$ cat src/rtl/mips_multi_pkg.sv
// rtl/mips_multi_pkg.sv - states, opcode/func constants, ALU codes and mux encodings for the multicycle controller
package mips_multi_pkg;

  typedef enum logic [3:0] {
    S_FETCH, S_DECODE, S_MEM_ADDR, S_MEM_RD, S_MEM_WB, S_MEM_WR, S_R_EXE, S_R_WB,
    S_I_EXE, S_I_WB, S_BRANCH, S_JUMP, S_JAL, S_JR, S_ERR
  } state_t;

  typedef enum logic [1:0] {CLS_ADD, CLS_SUB, CLS_R, CLS_I} alu_cls_t;

  localparam logic [5:0] OP_RTYPE = 6'b000000;
  localparam logic [5:0] OP_LW    = 6'b100011;
  localparam logic [5:0] OP_SW    = 6'b101011;
  localparam logic [5:0] OP_ADDI  = 6'b001000;
  localparam logic [5:0] OP_SLTI  = 6'b001010;
  localparam logic [5:0] OP_ANDI  = 6'b001100;
  localparam logic [5:0] OP_BEQ   = 6'b000100;
  localparam logic [5:0] OP_J     = 6'b000010;
  localparam logic [5:0] OP_JAL   = 6'b000011;

  localparam logic [5:0] FN_JR  = 6'b001000;
  localparam logic [5:0] FN_ADD = 6'b100000;
  localparam logic [5:0] FN_SUB = 6'b100010;
  localparam logic [5:0] FN_AND = 6'b100100;
  localparam logic [5:0] FN_OR  = 6'b100101;
  localparam logic [5:0] FN_SLT = 6'b101010;

  localparam logic [2:0] ALU_AND = 3'b000;
  localparam logic [2:0] ALU_OR  = 3'b001;
  localparam logic [2:0] ALU_ADD = 3'b010;
  localparam logic [2:0] ALU_SUB = 3'b110;
  localparam logic [2:0] ALU_SLT = 3'b111;

  localparam logic       ASEL_PC    = 1'b0;
  localparam logic       ASEL_A     = 1'b1;
  localparam logic [1:0] BSEL_B     = 2'b00;
  localparam logic [1:0] BSEL_FOUR  = 2'b01;
  localparam logic [1:0] BSEL_IMM   = 2'b10;
  localparam logic [1:0] BSEL_IMMSH = 2'b11;
  localparam logic [1:0] PC_ALU     = 2'b00;
  localparam logic [1:0] PC_ALUOUT  = 2'b01;
  localparam logic [1:0] PC_JUMP    = 2'b10;
  localparam logic [1:0] PC_A       = 2'b11;
  localparam logic       ADDR_PC    = 1'b0;
  localparam logic       ADDR_ALUOUT = 1'b1;

  localparam logic [1:0] ERR_NONE    = 2'b00;
  localparam logic [1:0] ERR_BUS     = 2'b01;
  localparam logic [1:0] ERR_ILLEGAL = 2'b10;

  function automatic logic r_func_legal(input logic [5:0] fn);
    return (fn == FN_ADD) || (fn == FN_SUB) || (fn == FN_AND) || (fn == FN_OR) || (fn == FN_SLT);
  endfunction

endpackage

$ cat src/rtl/multi_ctrl_ws_if.sv
// rtl/multi_ctrl_ws_if.sv - instruction/memory inputs and datapath control outputs of the controller
interface multi_ctrl_ws_if;
  logic [5:0] opcode;
  logic [5:0] func;
  logic       mem_ready;
  logic       reg_dst, mem_to_reg, reg_write, Mem_or_I, wr31, wrdmux, Asel;
  logic       PCWrite, PCWriteCond, ld_IR, mr, mw;
  logic [1:0] pc_src, Bsel;
  logic [2:0] operation;
  logic [1:0] err;

  modport master (
    input  opcode, func, mem_ready,
    output reg_dst, mem_to_reg, reg_write, Mem_or_I, wr31, wrdmux, Asel,
           PCWrite, PCWriteCond, ld_IR, mr, mw, pc_src, Bsel, operation, err
  );

  modport slave (
    output opcode, func, mem_ready,
    input  reg_dst, mem_to_reg, reg_write, Mem_or_I, wr31, wrdmux, Asel,
           PCWrite, PCWriteCond, ld_IR, mr, mw, pc_src, Bsel, operation, err
  );
endinterface

$ cat src/rtl/alu_dec.sv
// rtl/alu_dec.sv - combinational ALU operation decode from state class, opcode and function field
module alu_dec
  import mips_multi_pkg::*;
(
  input  alu_cls_t   cls,
  input  logic [5:0] opcode,
  input  logic [5:0] func,
  output logic [2:0] operation
);

  always_comb begin
    operation = ALU_ADD;
    case (cls)
      CLS_SUB: operation = ALU_SUB;
      CLS_R: begin
        case (func)
          FN_SUB:  operation = ALU_SUB;
          FN_AND:  operation = ALU_AND;
          FN_OR:   operation = ALU_OR;
          FN_SLT:  operation = ALU_SLT;
          default: operation = ALU_ADD;
        endcase
      end
      CLS_I: begin
        case (opcode)
          OP_SLTI: operation = ALU_SLT;
          OP_ANDI: operation = ALU_AND;
          default: operation = ALU_ADD;
        endcase
      end
      default: operation = ALU_ADD;
    endcase
  end

endmodule

$ cat src/rtl/multi_ctrl_ws.sv
// rtl/multi_ctrl_ws.sv - multicycle MIPS control FSM with memory wait-state timeout and sticky error code
module multi_ctrl_ws
  import mips_multi_pkg::*;
#(
  parameter int WAIT_MAX = 15,
  parameter int CNT_W    = 8
) (
  input  logic           clk,
  input  logic           rst,
  multi_ctrl_ws_if.master bus
);

  // Count of wait cycles already spent; the cycle that would bring it to WAIT_MAX times out.
  localparam logic [CNT_W-1:0] CNT_LAST = CNT_W'(WAIT_MAX - 1);

  state_t           state, state_nxt;
  logic [CNT_W-1:0] cnt, cnt_nxt;
  logic [1:0]       err_q, err_nxt;
  logic             mem_state, timeout;
  alu_cls_t         cls;
  logic [2:0]       op;

  always_ff @(posedge clk) begin
    if (!rst) begin
      state <= S_FETCH;
      cnt   <= '0;
      err_q <= ERR_NONE;
    end else begin
      state <= state_nxt;
      cnt   <= cnt_nxt;
      err_q <= err_nxt;
    end
  end

  assign mem_state = (state == S_FETCH) || (state == S_MEM_RD) || (state == S_MEM_WR);
  assign timeout   = (cnt == CNT_LAST);

  always_comb begin
    state_nxt = state;
    err_nxt   = err_q;
    cnt_nxt   = cnt;
    case (state)
      S_FETCH: begin
        if (bus.mem_ready) state_nxt = S_DECODE;
        else if (timeout) begin
          state_nxt = S_ERR;
          err_nxt   = ERR_BUS;
        end
      end
      S_DECODE: begin
        case (bus.opcode)
          OP_LW, OP_SW:             state_nxt = S_MEM_ADDR;
          OP_RTYPE:                 state_nxt = (bus.func == FN_JR) ? S_JR : S_R_EXE;
          OP_ADDI, OP_SLTI, OP_ANDI: state_nxt = S_I_EXE;
          OP_BEQ:                   state_nxt = S_BRANCH;
          OP_J:                     state_nxt = S_JUMP;
          OP_JAL:                   state_nxt = S_JAL;
          default: begin
            state_nxt = S_ERR;
            err_nxt   = ERR_ILLEGAL;
          end
        endcase
      end
      S_MEM_ADDR: state_nxt = (bus.opcode == OP_SW) ? S_MEM_WR : S_MEM_RD;
      S_MEM_RD, S_MEM_WR: begin
        if (bus.mem_ready) state_nxt = (state == S_MEM_RD) ? S_MEM_WB : S_FETCH;
        else if (timeout) begin
          state_nxt = S_ERR;
          err_nxt   = ERR_BUS;
        end
      end
      S_R_EXE: begin
        if (r_func_legal(bus.func)) state_nxt = S_R_WB;
        else begin
          state_nxt = S_ERR;
          err_nxt   = ERR_ILLEGAL;
        end
      end
      S_I_EXE: state_nxt = S_I_WB;
      S_MEM_WB, S_R_WB, S_I_WB, S_BRANCH, S_JUMP, S_JAL, S_JR: state_nxt = S_FETCH;
      S_ERR:   state_nxt = S_ERR;
      default: state_nxt = S_FETCH;
    endcase
    // Remaining in a memory state only happens while waiting without timeout.
    if (state_nxt != state) cnt_nxt = '0;
    else if (mem_state)     cnt_nxt = cnt + CNT_W'(1);
  end

  always_comb begin
    bus.reg_dst     = 1'b0;
    bus.mem_to_reg  = 1'b0;
    bus.reg_write   = 1'b0;
    bus.Mem_or_I    = ADDR_PC;
    bus.wr31        = 1'b0;
    bus.wrdmux      = 1'b0;
    bus.Asel        = ASEL_PC;
    bus.PCWrite     = 1'b0;
    bus.PCWriteCond = 1'b0;
    bus.ld_IR       = 1'b0;
    bus.mr          = 1'b0;
    bus.mw          = 1'b0;
    bus.pc_src      = PC_ALU;
    bus.Bsel        = BSEL_B;
    cls             = CLS_ADD;
    case (state)
      S_FETCH: begin
        bus.mr      = 1'b1;
        bus.Bsel    = BSEL_FOUR;
        bus.ld_IR   = bus.mem_ready;
        bus.PCWrite = bus.mem_ready;
      end
      S_DECODE:   bus.Bsel = BSEL_IMMSH;
      S_MEM_ADDR: begin
        bus.Asel = ASEL_A;
        bus.Bsel = BSEL_IMM;
      end
      S_MEM_RD: begin
        bus.mr       = 1'b1;
        bus.Mem_or_I = ADDR_ALUOUT;
      end
      S_MEM_WB: begin
        bus.reg_write  = 1'b1;
        bus.mem_to_reg = 1'b1;
      end
      S_MEM_WR: begin
        bus.mw       = 1'b1;
        bus.Mem_or_I = ADDR_ALUOUT;
      end
      S_R_EXE: begin
        bus.Asel = ASEL_A;
        cls      = CLS_R;
      end
      S_R_WB: begin
        bus.reg_write = 1'b1;
        bus.reg_dst   = 1'b1;
      end
      S_I_EXE: begin
        bus.Asel = ASEL_A;
        bus.Bsel = BSEL_IMM;
        cls      = CLS_I;
      end
      S_I_WB: bus.reg_write = 1'b1;
      S_BRANCH: begin
        bus.Asel        = ASEL_A;
        bus.PCWriteCond = 1'b1;
        bus.pc_src      = PC_ALUOUT;
        cls             = CLS_SUB;
      end
      S_JUMP: begin
        bus.PCWrite = 1'b1;
        bus.pc_src  = PC_JUMP;
      end
      S_JR: begin
        bus.PCWrite = 1'b1;
        bus.pc_src  = PC_A;
      end
      S_JAL: begin
        bus.reg_write = 1'b1;
        bus.wr31      = 1'b1;
        bus.wrdmux    = 1'b1;
        bus.PCWrite   = 1'b1;
        bus.pc_src    = PC_JUMP;
      end
      default: ;
    endcase
  end

  alu_dec u_alu_dec (
    .cls       (cls),
    .opcode    (bus.opcode),
    .func      (bus.func),
    .operation (op)
  );

  assign bus.operation = op;
  assign bus.err       = err_q;

endmodule

$ cat src/flat_wrapper.sv
// flat-port wrapper written by rule: the top's interface ports become plain ports
module multi_ctrl_ws_flat import mips_multi_pkg::*;
#(
  parameter int WAIT_MAX = 15,
  parameter int CNT_W    = 8
)
  (clk, rst, bus_opcode, bus_func, bus_mem_ready, bus_reg_dst, bus_mem_to_reg, bus_reg_write, bus_Mem_or_I, bus_wr31, bus_wrdmux, bus_Asel, bus_PCWrite, bus_PCWriteCond, bus_ld_IR, bus_mr, bus_mw, bus_pc_src, bus_Bsel, bus_operation, bus_err);
  multi_ctrl_ws_if bus_i ();
  input  logic clk;
  input  logic rst;
  input wire logic [$bits(bus_i.opcode)-1:0] bus_opcode;
  input wire logic [$bits(bus_i.func)-1:0] bus_func;
  input wire logic [$bits(bus_i.mem_ready)-1:0] bus_mem_ready;
  output wire logic [$bits(bus_i.reg_dst)-1:0] bus_reg_dst;
  output wire logic [$bits(bus_i.mem_to_reg)-1:0] bus_mem_to_reg;
  output wire logic [$bits(bus_i.reg_write)-1:0] bus_reg_write;
  output wire logic [$bits(bus_i.Mem_or_I)-1:0] bus_Mem_or_I;
  output wire logic [$bits(bus_i.wr31)-1:0] bus_wr31;
  output wire logic [$bits(bus_i.wrdmux)-1:0] bus_wrdmux;
  output wire logic [$bits(bus_i.Asel)-1:0] bus_Asel;
  output wire logic [$bits(bus_i.PCWrite)-1:0] bus_PCWrite;
  output wire logic [$bits(bus_i.PCWriteCond)-1:0] bus_PCWriteCond;
  output wire logic [$bits(bus_i.ld_IR)-1:0] bus_ld_IR;
  output wire logic [$bits(bus_i.mr)-1:0] bus_mr;
  output wire logic [$bits(bus_i.mw)-1:0] bus_mw;
  output wire logic [$bits(bus_i.pc_src)-1:0] bus_pc_src;
  output wire logic [$bits(bus_i.Bsel)-1:0] bus_Bsel;
  output wire logic [$bits(bus_i.operation)-1:0] bus_operation;
  output wire logic [$bits(bus_i.err)-1:0] bus_err;
  assign bus_i.opcode = bus_opcode;
  assign bus_i.func = bus_func;
  assign bus_i.mem_ready = bus_mem_ready;
  assign bus_reg_dst = bus_i.reg_dst;
  assign bus_mem_to_reg = bus_i.mem_to_reg;
  assign bus_reg_write = bus_i.reg_write;
  assign bus_Mem_or_I = bus_i.Mem_or_I;
  assign bus_wr31 = bus_i.wr31;
  assign bus_wrdmux = bus_i.wrdmux;
  assign bus_Asel = bus_i.Asel;
  assign bus_PCWrite = bus_i.PCWrite;
  assign bus_PCWriteCond = bus_i.PCWriteCond;
  assign bus_ld_IR = bus_i.ld_IR;
  assign bus_mr = bus_i.mr;
  assign bus_mw = bus_i.mw;
  assign bus_pc_src = bus_i.pc_src;
  assign bus_Bsel = bus_i.Bsel;
  assign bus_operation = bus_i.operation;
  assign bus_err = bus_i.err;
  multi_ctrl_ws #(.WAIT_MAX(WAIT_MAX), .CNT_W(CNT_W)) u_core (.clk(clk), .rst(rst), .bus(bus_i));
endmodule
$ cat config.mk
export PLATFORM = sky130hd
export DESIGN_NAME = multi_ctrl_ws_flat
export DESIGN_NICKNAME = d
export VERILOG_FILES = /design/src/rtl/mips_multi_pkg.sv /design/src/rtl/multi_ctrl_ws_if.sv /design/src/rtl/alu_dec.sv /design/src/rtl/multi_ctrl_ws.sv /design/src/flat_wrapper.sv
export SDC_FILE = /design/constraint.sdc
export NUM_CORES = 1
export LEC_CHECK = 0
export BUFFER_PORTS_ARGS = -buffer_cell sky130_fd_sc_hd__buf_2
export CAP_MARGIN = 25
export CORE_MARGIN = 2
export CORE_UTILIZATION = 53
export CTS_CLUSTER_DIAMETER = 100
export DETAILED_ROUTE_END_ITERATION = 12
export PLACE_DENSITY = 0.79
export SLEW_MARGIN = 5
export SYNTH_ARGS = -nofsm -noshare
export SYNTH_HDL_FRONTEND = slang
export SYNTH_HIERARCHICAL = 1
export SYNTH_SLANG_ARGS = --single-unit
$ cat constraint.sdc
create_clock -name clk -period 3 [get_ports clk]
set_input_delay 0.45 -clock clk [delete_from_list [all_inputs] [get_ports clk]]
set_output_delay 0.45 -clock clk [all_outputs]
set_load 0.01 [all_outputs]
==> flow_summary_export.csv <==
group,metric,value,unit
sta,hold_viol_final,0,
yosys,synth_ff_type,"dfxtp_1",
yosys,netlist_area,1470,um2
finish,diodes,0,
sta,tns,0,ps
floorplan,fp.dieW,56.6,um
worst_setup_path,start_kind,"register",
clock_network,holdBufCountCts,0,
global_routing,grt_pass1_vias,1291,
clock_network,cts_root_buf,"clkbuf_4",
sta,fin_crit_sh,0.877,
clock_network,clk_pin_slew,80,ps
placed_design,placed_cells,271,
clock_network,numCtsBuffers,3,
worst_setup_path,crit_path_max_incr_delay,640,ps
yosys,synth_fp_nets,227,
route,drt_drc_violations_left,0,
placed_design,hpwlAfterDp,2.60,mm
route,avgViaCountPerCell,5.80,
global_routing,grt.overflow.total,0,
power_and_ir_drop,p_int,728,uW
yosys,yosysUniqueCellTypes,59,
global_routing,grt_use_total,0.214,
min_path,hold_class,"in2reg",
power_and_ir_drop,p_seq_frac,0.226,
route,drtPass1Iterations,4,
finish,instances_no_fill,275,
finish,area_growth,15.2,%
power_and_ir_drop,power_leakage,0.737,nW
finish,seqCellArea,280,um2
worst_setup_path,r2r_slack,760,ps
yosys,synthesis.instances,210,
yosys,yosysTopAreaCellShare,0.191,
finish,n_fill_cell,258,
sta,slew_headroom,0.565,
power_and_ir_drop,power_frac_comb,0.685,
worst_setup_path,critPathMaxFanout,16,
power_and_ir_drop,ir_worst_vdd,699,uV
job,maxCapViolations,0,
global_routing,grt_max_degree,19,
yosys,post-synth-top-count-cell,"nor2_1",
min_path,hold_end,"u_core/state[3]",
worst_setup_path,cp.required,2550,ps
power_and_ir_drop,swShare,0.508,
finish,nNetsFinal,262,
sta,slew_viol_final,0,
clock_network,clock-sinks,14,
floorplan,start_util,0.547,
clock_network,cts-htree-levels,1,
yosys,async_reset_ff_frac,0,
min_path,hp-start,"rst",
worst_setup_path,r2r_end,"u_core/cnt[6]",
sta,finalWorstSetupSlack,369,ps
finish,multi_input_area,1070,um2
clock_network,clk_latency,270,ps
route,vias,1596,
floorplan,coreArea,2690,um2
yosys,synth_edf_count,0,
route,finalWirelength,3.39,mm
floorplan,dieArea,3210,um2
sta,worstMarginPinSlew,650,ps
floorplan,std_cell_rows,19,
run_status,status,"finished, final reports clean",
power_and_ir_drop,p_switching,751,uW
worst_setup_path,worstPathCellList,"nand2b_1, o22a_1, nor2_1, and4bb_2, inv_1, o21ai_0, buf_2",
yosys,synth.avg_cell_area,6.99,um2
finish,drive_gt1_frac,0.254,
yosys,synth_area_leaders,"dfxtp_1 19%, nor2_1 9.7%, nand2_1 4.9%",
sta,rsz0062_at_grt,"false",
clock_network,clockBufferDepth,2,
power_and_ir_drop,power_frac_clock,0.089,
worst_setup_path,cp_slowest_cell,"dfxtp_1",
worst_setup_path,cp-end-kind,"output pin",
clock_network,cts_setup_buffers,0,
placed_design,numPortBuffers,35,
placed_design,dp_worst_setup_slack,498,ps
sta,setup_viol,0,
worst_setup_path,r2r_cells,6,
placed_design,gp_congestion,0.850,
min_path,hold_depth,2,
yosys,synth_common_cells,"38 x nor2_1, 19 x nand2_1, 14 x dfxtp_1, 12 x o21ai_0",
floorplan,die_h,56.6,um
route,initialDrtViolationCount,92,
clock_network,ctsResizeCount,0,
yosys,ys_seq_area_frac,0.191,
sta,fin_skew,4.45,ps
floorplan,io_pins,36,
yosys,ys_ff_latch,14,
clock_network,cts_tree,"built",
worst_setup_path,rr_startpoint,"u_core/state[2]",
sta,fmax,380,MHz
worst_setup_path,cp.arrival,2180,ps
yosys,synth_largest_area_cell,"dfxtp_1",
sta,final.min_clock_period,2630,ps
route,wl_per_cell,12.3,um
yosys,yosysWarnings,6,
global_routing,grt_pass1_wl,5.66,mm
global_routing,antenna_found_initial,0,
power_and_ir_drop,p_per_area,874,nW/um2
route,postRouteAntennaNets,0,
worst_setup_path,worstSetupPathType,"reg2out",
flip-flops by register name (all words and copies together) (netlist names):
| register | count |
|---|---|
| u_core/bus.err | 2 |
| u_core/cnt | 8 |
| u_core/state | 4 |
power groups by stage:
stage,sequential [mW],clock [mW],combinational [mW]
floorplan,0.268,0,0.789
global placement,0.336,0,1.00
detailed placement,0.337,0,1.01
CTS,0.333,0.136,1.01
global route,0.346,0.145,1.12
finish,0.334,0.131,1.01
logic make-up (layout without fill, tap and decap cells):
group	Yosys count	after routing	share of synthesized area
multiplexers	2	2	0.0145
AO/OA/AOI/OAI	46	46	0.211
buffers and inverters	21	55	0.0775
AND/OR/NAND/NOR	116	116	0.435
adder cells (fa/ha/maj)	2	2	0.0170
XOR/XNOR	9	9	0.0537
flip-flops	14	14	0.191
stage by stage:
stage,power (mW),hold WS [ps],area [um2],utilization
after floorplan,1.06,505,1470,-
after global placement,1.34,482,1660,0.616
after detailed placement,1.35,488,1660,0.616
after CTS,1.48,457,1690,0.630
after global routing,1.61,450,1690,0.630
final,1.48,466,1690,0.630
cell usage in the layout, fill, tap and decap left out, types with 2 or more instances in the layout:
master and count:
ha_1 2, nand4_1 5, o21a_1 3, a31oi_1 3
dfxtp_1 14, buf_4 7, o31ai_1 2, nand2_1 19
nor3b_1 2, nor4bb_1 2, buf_2 35, xnor2_1 2
a21oi_1 9, nor2b_1 6, clkbuf_4 3, and3_1 2
nand2b_1 7, nor2_1 38, a22oi_1 2, o31a_1 2
xor2_1 7, nor4_1 2, o21ai_0 12, nor3_1 9
inv_1 9, nand3_1 7, or2_2 3
metal layers:
layer | global-route usage | part of all wire
met3 | 0.0230 | 0.058
met2 | 0.337 | 0.46
met1 | 0.311 | 0.48
met5 | 0 | 0
met4 | 0.0510 | 0.0035
worst max-delay path by stage:
stage          slack (ps)  cells after the start          endpoint       startpoint
3_5_place_dp          500                      7     u_core/cnt[4]      bus_func[0]
5_1_grt               170                      7  bus_operation[0]  u_core/state[3]
4_1_cts               370                      7  bus_operation[0]  u_core/state[3]
6_report              370                      7  bus_operation[0]  u_core/state[3]
3_3_place_gp          540                      7     u_core/cnt[2]      bus_func[0]
2_1_floorplan         790                      6     u_core/cnt[0]      bus_func[0]
worst max-delay path: cells and delay by family, from the launching register on:
kind,cells,cell delay (ps)
AO/OA/AOI/OAI,2,380
buffers and inverters,2,190
flip-flops,1,640
AND/OR/NAND/NOR,3,710
area by class of cell:
cell class,instances,share of cell area
multi-input combinational,175,0.635
sequential,14,0.166
timing repair buffer,42,0.135
tap,31,0.0229
clock buffer,4,0.0214
inverter,9,0.0200
(Power assumes the default switching activity.)
